File: src/rtl/clk_tick_defs.sv
// Shared definitions for the clk_tick_timer slow time base: FSM state encodings
// and the saturating wrap-counter width and limit.
package clk_tick_defs;

   typedef enum logic [1:0] {
      ST_IDLE  = 2'd0,
      ST_RUN   = 2'd1,
      ST_PAUSE = 2'd2
   } state_t;

   localparam int                WRAP_W   = 8;
   localparam logic [WRAP_W-1:0] WRAP_SAT = 8'd255;

   // Increment that sticks at WRAP_SAT instead of rolling over.
   function automatic logic [WRAP_W-1:0] sat_inc(input logic [WRAP_W-1:0] v);
      if (v == WRAP_SAT) begin
         sat_inc = v;
      end else begin
         sat_inc = v + 8'd1;
      end
   endfunction

endpackage

File: src/rtl/edge_rise_det.sv
// Rising-edge detector for the divided clock level, treated purely as data.
// With CLK_TICK_SYNC_EN defined, ck_in first passes a two-flop synchroniser.
module edge_rise_det (
   input  logic clk,
   input  logic rst,
   input  logic i_ck_in,
   output logic o_tick
);

   logic w_ck_s;
   logic r_ck_d;

`ifdef CLK_TICK_SYNC_EN
   logic r_sync1;
   logic r_sync2;

   // Synchroniser flops reset high so a high ck_in at release is not a rise.
   always_ff @(posedge clk) begin
      if (rst) begin
         r_sync1 <= 1'b1;
         r_sync2 <= 1'b1;
      end else begin
         r_sync1 <= i_ck_in;
         r_sync2 <= r_sync1;
      end
   end

   assign w_ck_s = r_sync2;
`else
   assign w_ck_s = i_ck_in;
`endif

   always_ff @(posedge clk) begin
      if (rst) begin
         r_ck_d <= 1'b1;
      end else begin
         r_ck_d <= w_ck_s;
      end
   end

   assign o_tick = w_ck_s & ~r_ck_d;

endmodule

File: src/rtl/clk_tick_timer.sv
// Slow time base: counts rising edges of the divided clock modulo CNT_MAX+1
// under start/stop/clear control. Optional macro: CLK_TICK_SYNC_EN.
module clk_tick_timer
   import clk_tick_defs::*;
#(
   parameter int CNT_MAX = 9,
   parameter int CNT_W   = 4
) (
   input  logic              clk,
   input  logic              rst,
   input  logic              ck_in,
   input  logic              start,
   input  logic              stop,
   input  logic              clear,
   output logic [CNT_W-1:0]  count,
   output logic              tc_pulse,
   output logic              running,
   output logic [WRAP_W-1:0] wrap_cnt
);

   state_t              r_state;
   state_t              w_next;
   logic [CNT_W-1:0]    r_count;
   logic                r_tc_pulse;
   logic                r_running;
   logic [WRAP_W-1:0]   r_wrap_cnt;
   logic                w_tick;
   logic                w_inc;
   logic                w_wrap;

   edge_rise_det u_edge (
      .clk     (clk),
      .rst     (rst),
      .i_ck_in (ck_in),
      .o_tick  (w_tick)
   );

   // Ticks coinciding with stop/clear, or arriving before RUN is entered, are dropped.
   assign w_inc  = (r_state == ST_RUN) & w_tick & ~stop & ~clear;
   assign w_wrap = w_inc & (r_count == CNT_W'(CNT_MAX));

   // Next-state logic; priority clear > stop > start.
   always_comb begin
      w_next = r_state;
      if (clear) begin
         w_next = ST_IDLE;
      end else begin
         case (r_state)
            ST_IDLE, ST_PAUSE: begin
               if (!stop && start) begin
                  w_next = ST_RUN;
               end else begin
                  w_next = r_state;
               end
            end
            ST_RUN: begin
               if (stop) begin
                  w_next = ST_PAUSE;
               end else begin
                  w_next = ST_RUN;
               end
            end
            default: w_next = ST_IDLE;
         endcase
      end
   end

   // State register and registered running flag.
   always_ff @(posedge clk) begin
      if (rst) begin
         r_state   <= ST_IDLE;
         r_running <= 1'b0;
      end else begin
         r_state   <= w_next;
         r_running <= (w_next == ST_RUN);
      end
   end

   // Tick counter, wrap pulse and saturating wrap count.
   always_ff @(posedge clk) begin
      if (rst) begin
         r_count    <= '0;
         r_tc_pulse <= 1'b0;
         r_wrap_cnt <= '0;
      end else begin
         r_tc_pulse <= w_wrap;
         if (clear) begin
            r_count    <= '0;
            r_wrap_cnt <= '0;
         end else if (w_wrap) begin
            r_count    <= '0;
            r_wrap_cnt <= sat_inc(r_wrap_cnt);
         end else if (w_inc) begin
            r_count    <= r_count + CNT_W'(1);
            r_wrap_cnt <= r_wrap_cnt;
         end else begin
            r_count    <= r_count;
            r_wrap_cnt <= r_wrap_cnt;
         end
      end
   end

   assign count    = r_count;
   assign tc_pulse = r_tc_pulse;
   assign running  = r_running;
   assign wrap_cnt = r_wrap_cnt;

endmodule

File: config.mk
export PLATFORM = sky130hd
export DESIGN_NAME = clk_tick_timer
export DESIGN_NICKNAME = d
export VERILOG_FILES = /design/src/rtl/clk_tick_defs.sv /design/src/rtl/edge_rise_det.sv /design/src/rtl/clk_tick_timer.sv
export SDC_FILE = /design/constraint.sdc
export NUM_CORES = 1
export LEC_CHECK = 0
export ABC_AREA = 1
export CAP_MARGIN = 0
export CELL_PAD_IN_SITES_DETAIL_PLACEMENT = 1
export CELL_PAD_IN_SITES_GLOBAL_PLACEMENT = 1
export CORE_MARGIN = 3
export CORE_UTILIZATION = 37
export CTS_CLUSTER_DIAMETER = 100
export DETAILED_ROUTE_END_ITERATION = 8
export PLACE_DENSITY = 0.9
export SLEW_MARGIN = 20
export SYNTH_ARGS = -nofsm -noshare
export SYNTH_HDL_FRONTEND = slang
export SYNTH_SLANG_ARGS = --single-unit
File: constraint.sdc
create_clock -name clk -period 1.9 [get_ports clk]
set_clock_uncertainty 0.1 [all_clocks]
set_input_delay 0.19 -clock clk [delete_from_list [all_inputs] [get_ports clk]]
set_output_delay 0.19 -clock clk [all_outputs]
set_load 0.03 [all_outputs]
---- Yosys cells after proc, flatten, opt, wreduce, memory -nomap -nowiden ----
Index checks and enable logic that the tools add are counted.
storage, ports and cells
  word-level logic and storage cells ...... 33
  input port bits ......................... 6
  flip-flop bits (word level) ............. 17
  output and inout port bits .............. 14
operators by class
  bitwise operators ....................... 9
  multiplexer cells ....................... 4
  add/sub/neg operators ................... 2
  eq/ne operators ......................... 5
  reduce and logical (&&, ||, !) cells .... 7
operators by type and width
  operator                                        count
  adder 8 x 1 -> 8 bit (second input constant)    1
  == test 8 bit (second input constant)           1
  two-way mux 2 bit                               3
  bitwise AND 1 bit                               5
  adder 4 x 1 -> 4 bit (second input constant)    1
  == test 2 x 1 -> 1 bit (second input constant)  2
  == test 4 bit (second input constant)           1
  NOT 1 bit                                       4
  one-hot mux 2 bit (2 select lines)              1
  OR reduction 2 bit                              2
  OR reduction 3 bit                              1
  == test 2 bit (second input constant)           1
  zero test 2 bit                                 1
  AND reduction 2 bit                             1
  logical AND 1 bit                               1
  zero test 1 bit                                 1

---- Depth between registers and ports, before layout ----
Gate-level depths: netlist of the first run.
  depth after elaboration ................. 7
  mapped depth ............................ 8
  gate-level depth less buffers ........... 8

---- Hierarchy ----
From an unflattened synthesis of the first run, not the netlist that was laid out.
unflattened totals
  cell total of the unflattened synthesis .. 124
  area, all modules ....................... 947.2 µm²
by module, submodules not included
  module          instances  cells each  area each (µm²)  seq. area each (µm²)
  clk_tick_timer  1          119         909.6            320.3
  edge_rise_det   1          5           37.5             20.0

---- Worst setup path after synthesis of the first run ----
Ideal clock, no wire load.
  path kind ............................... reg2reg
  start point ............................. reg r_count[0], in the netlist count[0]
  end point ............................... reg r_wrap_cnt[0], in the netlist wrap_cnt[0]
  buffers on the path ..................... 0
  period minus slack after synthesis ...... 1.515 ns
  setup time .............................. 0.070 ns
  required time ........................... 1.730 ns
  arrival ................................. 1.345 ns
  slack ................................... 0.385 ns
  cell stages (with the launch flop) ...... 8
  cells stage by stage .................... dfxtp_1 > ha_1 > nand2_1 > nor2_4 > nand3_4 > nor2_4 > nand2_1 > a21oi_1
between the ends
  cells in the longest elaborated chain, start to end .. 3
ends and longest elaborated chain
  what                                  line                  source
  start: declaration                    clk_tick_timer.sv:23  logic [CNT_W-1:0] r_count;
  start signal: assignment              clk_tick_timer.sv:94  r_count <= r_count + CNT_W'(1);
  start signal: assignment              clk_tick_timer.sv:97  r_count <= r_count;
  == test 4 bit                         clk_tick_timer.sv:40  assign w_wrap = w_inc & (r_count == CNT_W'(CNT_MAX));
  bitwise AND 1 bit                     clk_tick_timer.sv:40
  AND reduction 2 bit (no source line)  -
  end signal: assignment                clk_tick_timer.sv:92  r_wrap_cnt <= sat_inc(r_wrap_cnt);
  end signal: assignment                clk_tick_timer.sv:95  r_wrap_cnt <= r_wrap_cnt;
  end signal: assignment                clk_tick_timer.sv:98  r_wrap_cnt <= r_wrap_cnt;
  end: declaration                      clk_tick_timer.sv:26  logic [WRAP_W-1:0] r_wrap_cnt;
Every way passes these cells.
A chain may end at the register's enable or synchronous reset.

---- Worst setup path in the final report of the first run ----
  start point ............................. reg r_wrap_cnt[2], in the netlist wrap_cnt[2]
  end point ............................... out wrap_cnt[2]
RTL lines
  what              line                  source
  end: declaration  clk_tick_timer.sv:18  output logic [WRAP_W-1:0] wrap_cnt
No word-level cell between the ends.

==> results of run 1 <==
metal layers:
metal / track usage, % / part of all wire [%] / up-vias
met4: 5.26 / 0.79 / 0
met1: 19.9 / 42 / 421
li1: - / - / 439
met2: 34.6 / 55 / 10
met3: 5.63 / 2.7 / 2
met5: 0 / 0 / -
cell usage in the layout, fill, tap and decap left out:
cell,synthesis,final
a21oi_1,12,12
buf_4,0,1
clkbuf_1,0,1
clkbuf_4,0,3
clkdlybuf4s50_1,0,19
dfxtp_1,17,17
ha_1,3,3
inv_1,13,13
inv_2,3,3
nand2_1,33,33
nand2_2,1,1
nand3_1,6,6
nand3_2,2,2
nand3_4,1,1
nor2_1,16,16
nor2_2,1,1
nor2_4,4,4
nor3_1,3,3
o21a_1,2,2
o21ai_0,2,2
or2_0,2,2
or2_2,2,2
xnor2_1,2,2
logic make-up after synthesis:
kind of cell	after synthesis	synth area share, %
compound gates	16	9.56
xor+xnor	2	1.97
fa+ha+maj	3	4.22
buf+inv	16	6.75
flops	17	38.3
simple gates	71	39.2
final cells by class:
| cell class | instances | area [µm²] | share of cell area (%) |
|---|---|---|---|
| Multi-Input combinational cell | 92 | 489 | 42.6 |
| Timing Repair Buffer | 20 | 198 | 17.2 |
| Inverter | 16 | 60.1 | 5.23 |
| Sequential cell | 17 | 340 | 29.6 |
| Clock buffer | 4 | 26.3 | 2.29 |
| Tap cell | 28 | 35.0 | 3.05 |
power breakdown:
part	total [mW]	internal (mW)	switching (mW)
clock	0.198	0.0818	0.116
combinational	0.0343	0.0162	0.0181
sequential	0.360	0.359	0.00162
final timing paths:
kind | end | slack [ns]
max reg2reg | wrap_cnt[2] | 0.34
min | tc_pulse | 0.37
min reg2reg | count[3] | 0.43
max | wrap_cnt[2] | 0.15
flip-flops by register name, summed over array words and instances, names as in the netlist:
name and flops:
count 4, tc_pulse 1, wrap_cnt 8, u_edge.r_ck_d 1, running 1, r_state 2
through the flow:
stage / setup slack, ns / instances / hold WS (ns)
after floorplan: 0.385 / 125 / 0.162
after global placement: 0.301 / 173 / 0.373
after detailed placement: 0.122 / 173 / 0.418
after CTS: 0.144 / 177 / 0.372
after global routing: 0.0976 / 177 / 0.374
final: 0.153 / 177 / 0.371
==> metrics.cfg, run 1 <==
[run]
drv_cap = 0

[route]
postRouteAntennaNets = 0
vias = 872
route.detailed.drc = 0
via_per_inst = 4.93
drt_wl_total_um = 2410
post_drt_wl_per_cell_um = 13.6
drt-pass1-iter-count = 4
first_iter_violations = 5

[synthesis]
dominantRegCellSynth = dfxtp_1
synth_area_leader_cell = dfxtp_1
syn_nets = 134
ys_async_sr_fraction_pct = 0
synth_cell_types = 19
synth_area_um2 = 890
synth_top_area_share_pct = 38.3
syn_inst = 125
yosysSeqAreaShare_pct = 38.3
yosysWarnings = 0
synth_commonest_cells = nand2_1, dfxtp_1, nor2_1
synth_edf_count = 0
synth.most_common_cell = nand2_1
syn_avg_cell_area_um2 = 7.12
ys_seq_elements = 17
synth_area_leaders = dfxtp_1, nand2_1, a21oi_1, nor2_1, inv_1

[clocking]
cts_setup_buffers = 0
numCtsBuffers = 3
cts_root_buf = clkbuf_4
hold_buffers = 0
cts_tree = done
cts_buffer_depth = 2
cts_sinks = 17
path_clk_slew_ns = 0.10
clk_latency_ns = 0.29
cts_resized = 0
cts-htree-levels = 1

[sta]
tightest_slew_ns = 0.335
report.final.hold_viol_count = 0
fmax_ghz = 0.572
min_period_over_period_pct = 92.0
slew_viol_final = 0
setup-tns-final_ns = 0
setup_viol = 0
period_minus_slack_ns = 1.75
relSlewSlack_pct = 77.6
rsz0062_at_grt = no

[grt]
first_global_vias = 895
grt_max_degree = 10
grt_usage_pct = 18.6
antenna_found_initial = 0
overflow = 0
grt_pass1_wl_um = 3890

[final_layout]
fin_util_pct = 50.9
nFillCells = 297
final_area_um2 = 1150
synthToLayoutAreaGrowth_pct = 29.1
final_nets = 159
drive_gt1_share_pct = 12.1
diodes = 0

[pwr]
p_leak_nw = 0.420
p_per_area_nw_per_um2 = 516
total_power_mw = 0.593
vdd_drop_max_v = 0.000463

[worst_setup_path]
crit_start = wrap_cnt[2]
crit_path_start_kind = flip-flop
path_max_fanout = 6
path_class = flip-flop to output port
crit_arrival_ns = 1.46
crit_family = buffers and inverters
end_kind = output port
crit-reg2reg-launch = count[0]
cp_slowest_cell = clkdlybuf4s50_1
critPathMaxStageDelay_ns = 0.73
path_buf_inv = 1
reg2reg_depth = 7
path_cells = clkdlybuf4s50_1
cp.required_ns = 1.61
cp.depth = 1

[run_status]
status = completed

[floorplanning]
die_x_um = 55.0
initial_core_util_pct = 39.5
core_um2 = 2250
dieHeight_um = 55.0
num_io_pins = 20
rows = 17
fp.dieArea_um2 = 3030

[worst_hold_path]
holdPathStages = 2
hp-class = input port to flip-flop
min_from = rst

[placed_design]
hpwl_um = 1950
port_buffers = 19
place.gp.congestion = 0.784
place_area_um2 = 1120

Power figures use the tool's default switching activity.
==> run 2, diff against run 1 <==
--- a/config.mk
+++ b/config.mk
@@ -6,7 +6,7 @@
 export NUM_CORES = 1
 export LEC_CHECK = 0
 export ABC_AREA = 1
-export CAP_MARGIN = 0
+export CAP_MARGIN = 20
 export CELL_PAD_IN_SITES_DETAIL_PLACEMENT = 1
 export CELL_PAD_IN_SITES_GLOBAL_PLACEMENT = 1
 export CORE_MARGIN = 3
==> results of run 2 <==
Final layout, timing and power as in run 1 (identical DEF).
==> run 3, diff against run 2 <==
--- a/config.mk
+++ b/config.mk
@@ -14,6 +14,7 @@
 export CTS_CLUSTER_DIAMETER = 100
 export DETAILED_ROUTE_END_ITERATION = 8
 export PLACE_DENSITY = 0.9
+export SETUP_SLACK_MARGIN = 0.4
 export SLEW_MARGIN = 20
 export SYNTH_ARGS = -nofsm -noshare
 export SYNTH_HDL_FRONTEND = slang
==> run 3 against run 2 <==
First-iteration DRC count rose to 2.6 times the previous value. Critical path depth up 6. Maximum frequency up 17%. Combinational power rose by 2%. Cell count increased by 1.7%. Sequential power hardly changed. Register-to-register slack improved by 0.07 ns. Critical path type is now flip-flop to flip-flop. Critical endpoint is now wrap_cnt[2].
==> metrics.cfg, run 3 (synthesis results as in run 1) <==
[clocking]
hold_buffers = 0  ; unchanged
numCtsBuffers = 3  ; unchanged
cts-htree-levels = 1  ; unchanged
cts_root_buf = clkbuf_4  ; unchanged
path_clk_slew_ns = 0.11  ; was 0.10 ns
cts_tree = done  ; unchanged
cts_sinks = 17  ; unchanged
clk_latency_ns = 0.29  ; about the same
cts_buffer_depth = 2  ; unchanged

[grt]
grt_pass1_wl_um = 3580  ; was 3890 µm
first_global_vias = 860  ; was 895
overflow = 0  ; unchanged
antenna_found_initial = 0  ; unchanged
grt_max_degree = 10  ; unchanged
grt_usage_pct = 16.5  ; was 18.6%

[worst_setup_path]
r2r_setup_slack_ns = 0.41  ; was 0.34 ns
cp.depth = 7  ; was 1
crit_end = wrap_cnt[2]  ; unchanged
cp.required_ns = 1.99  ; was 1.61 ns
crit-reg2reg-launch = wrap_cnt[0]  ; was count[0]
path_max_fanout = 8  ; was 6
crit_path_start_kind = flip-flop  ; unchanged
worstReg2RegEnd = wrap_cnt[2]  ; unchanged
cp_slowest_cell = dfxtp_2  ; was clkdlybuf4s50_1
path_cells = ha_2 -> nand3_1 -> inv_1 -> nand2_2 -> nand3_4 -> a21oi_1 -> nor2_1  ; was clkdlybuf4s50_1
end_kind = flip-flop  ; was output port
crit_arrival_ns = 1.58  ; was 1.46 ns
critPathMaxStageDelay_ns = 0.36  ; was 0.73 ns
crit_family = simple AND/OR/NAND/NOR gates  ; was buffers and inverters
reg2reg_depth = 7  ; unchanged
crit_start = wrap_cnt[0]  ; was wrap_cnt[2]
path_buf_inv = 1  ; unchanged
path_class = flip-flop to flip-flop  ; was flip-flop to output port

[floorplanning]
die_x_um = 55.0  ; unchanged
fp.dieArea_um2 = 3030  ; unchanged
dieHeight_um = 55.0  ; unchanged
initial_core_util_pct = 39.5  ; unchanged
num_io_pins = 20  ; unchanged
rows = 17  ; unchanged
core_um2 = 2250  ; unchanged

[pwr]
p_leak_nw = 0.496  ; was 0.420 nW
swShare_pct = 23.6  ; was 23.0%
p_seq_share_pct = 60.2  ; was 60.8%
p_int_mw = 0.453  ; was 0.457 mW
p_comb_share_pct = 5.9  ; was 5.8%
p_per_area_nw_per_um2 = 492  ; was 516 nW/µm²
p_sw_mw = 0.140  ; was 0.136 mW
vdd_drop_max_v = 0.000242  ; was 0.000463 V
p_clk_share_pct = 33.9  ; was 33.4%

[final_layout]
synthToLayoutAreaGrowth_pct = 35.6  ; was 29.1%
final_nets = 162  ; was 159
diodes = 0  ; unchanged
fin_util_pct = 53.5  ; was 50.9%
final_common_cell = nand2_1  ; unchanged
largest_reg_flops = 8  ; unchanged
mostFrequentLayoutCells = nand2_1, nor2_1, dfxtp_1, inv_1, dlygate4sd2_1  ; was nand2_1, clkdlybuf4s50_1, dfxtp_1, nor2_1, inv_1
drive_gt1_share_pct = 21.1  ; was 12.1%

[worst_hold_path]
hp-class = input port to flip-flop  ; unchanged

[route]
post_drt_wl_per_cell_um = 14.2  ; was 13.6 µm
first_iter_violations = 13  ; was 5
route.detailed.drc = 0  ; unchanged
drt-pass1-iter-count = 4  ; unchanged
via_per_inst = 5.03  ; was 4.93
drt_wl_total_um = 2550  ; was 2410 µm
vias = 906  ; was 872
postRouteAntennaNets = 0  ; unchanged

[sta]
min_period_over_period_pct = 78.6  ; was 92.0%
relSlewSlack_pct = 78.5  ; was 77.6%
setup_viol = 0  ; unchanged
fmax_ghz = 0.670  ; was 0.572 GHz
rsz0062_at_grt = yes  ; was no
slew_viol_final = 0  ; unchanged
period_minus_slack_ns = 1.49  ; was 1.75 ns
tightest_slew_ns = 0.322  ; was 0.335 ns
setup-tns-final_ns = 0  ; unchanged
report.final.hold_viol_count = 0  ; unchanged
setup_slack_ns = 0.407  ; was 0.153 ns

[run]
drv_cap = 0  ; unchanged

[placed_design]
place.gp.congestion = 0.767  ; was 0.784
hpwl_um = 1780  ; was 1950 µm
port_buffers = 19  ; unchanged
pre_cts_ws_ns = 0.206  ; was 0.122 ns

[run_status]
status = completed  ; unchanged

## run 3: metrics by stage
step           area, µm²  power [mW]  hold WS, ns  std cells
6_report            1210       0.593        0.386        180
2_1_floorplan        892       0.383        0.162        125
4_1_cts             1130       0.597        0.384        177
3_3_place_gp        1120       0.401        0.371        173
5_1_grt             1210       0.611        0.380        180
3_5_place_dp        1120       0.403        0.397        173
## run 3: worst min-delay path by stage
stage             start        to  depth (start not counted)
2_1_floorplan       rst  tc_pulse                          1
3_3_place_gp   count[3]  count[3]                          2
3_5_place_dp   count[3]  count[3]                          2
4_1_cts             rst  tc_pulse                          2
5_1_grt             rst  tc_pulse                          2
6_report            rst  tc_pulse                          2
## run 3: worst register-to-register path, stage by stage (launching register included)
cell	delay [ns]
dfxtp_2	0.36
ha_2	0.21
nand3_1	0.13
inv_1	0.08
nand2_2	0.09
nand3_4	0.13
a21oi_1	0.22
nor2_1	0.08
## run 3: power groups by stage
| stage | logic (mW) | clock network (mW) | registers (mW) |
|---|---|---|---|
| floorplan | 0.0134 | 0 | 0.370 |
| finish | 0.0349 | 0.201 | 0.357 |
| global route | 0.0369 | 0.216 | 0.358 |
| CTS | 0.0340 | 0.202 | 0.360 |
| detailed placement | 0.0343 | 0 | 0.369 |
| global placement | 0.0330 | 0 | 0.368 |
## run 3: layout make-up
type | instances | area, µm²
Clock buffer | 4 | 26.3
Tap cell | 28 | 35.0
Inverter | 16 | 60.1
Timing Repair Buffer | 23 | 205
Sequential cell | 17 | 350
Multi-Input combinational cell | 92 | 529
Fill cell | 302 | 1050
## run 3: per-layer routing
layer  part of all wire [%]  GRT usage [%]  vias up
met2                     52           28.0       17
met5                      0              0        -
met1                     43           19.5      436
li1                       -              -      447
met4                    1.5           8.91        0
met3                    3.4           3.22        6
## run 3: repair_timing
item	CTS	global route
endpoints found under the setup margin	15	11
resized for setup	14	16
pin swaps	0	6
buffers inserted	0	3
gates cloned	0	0
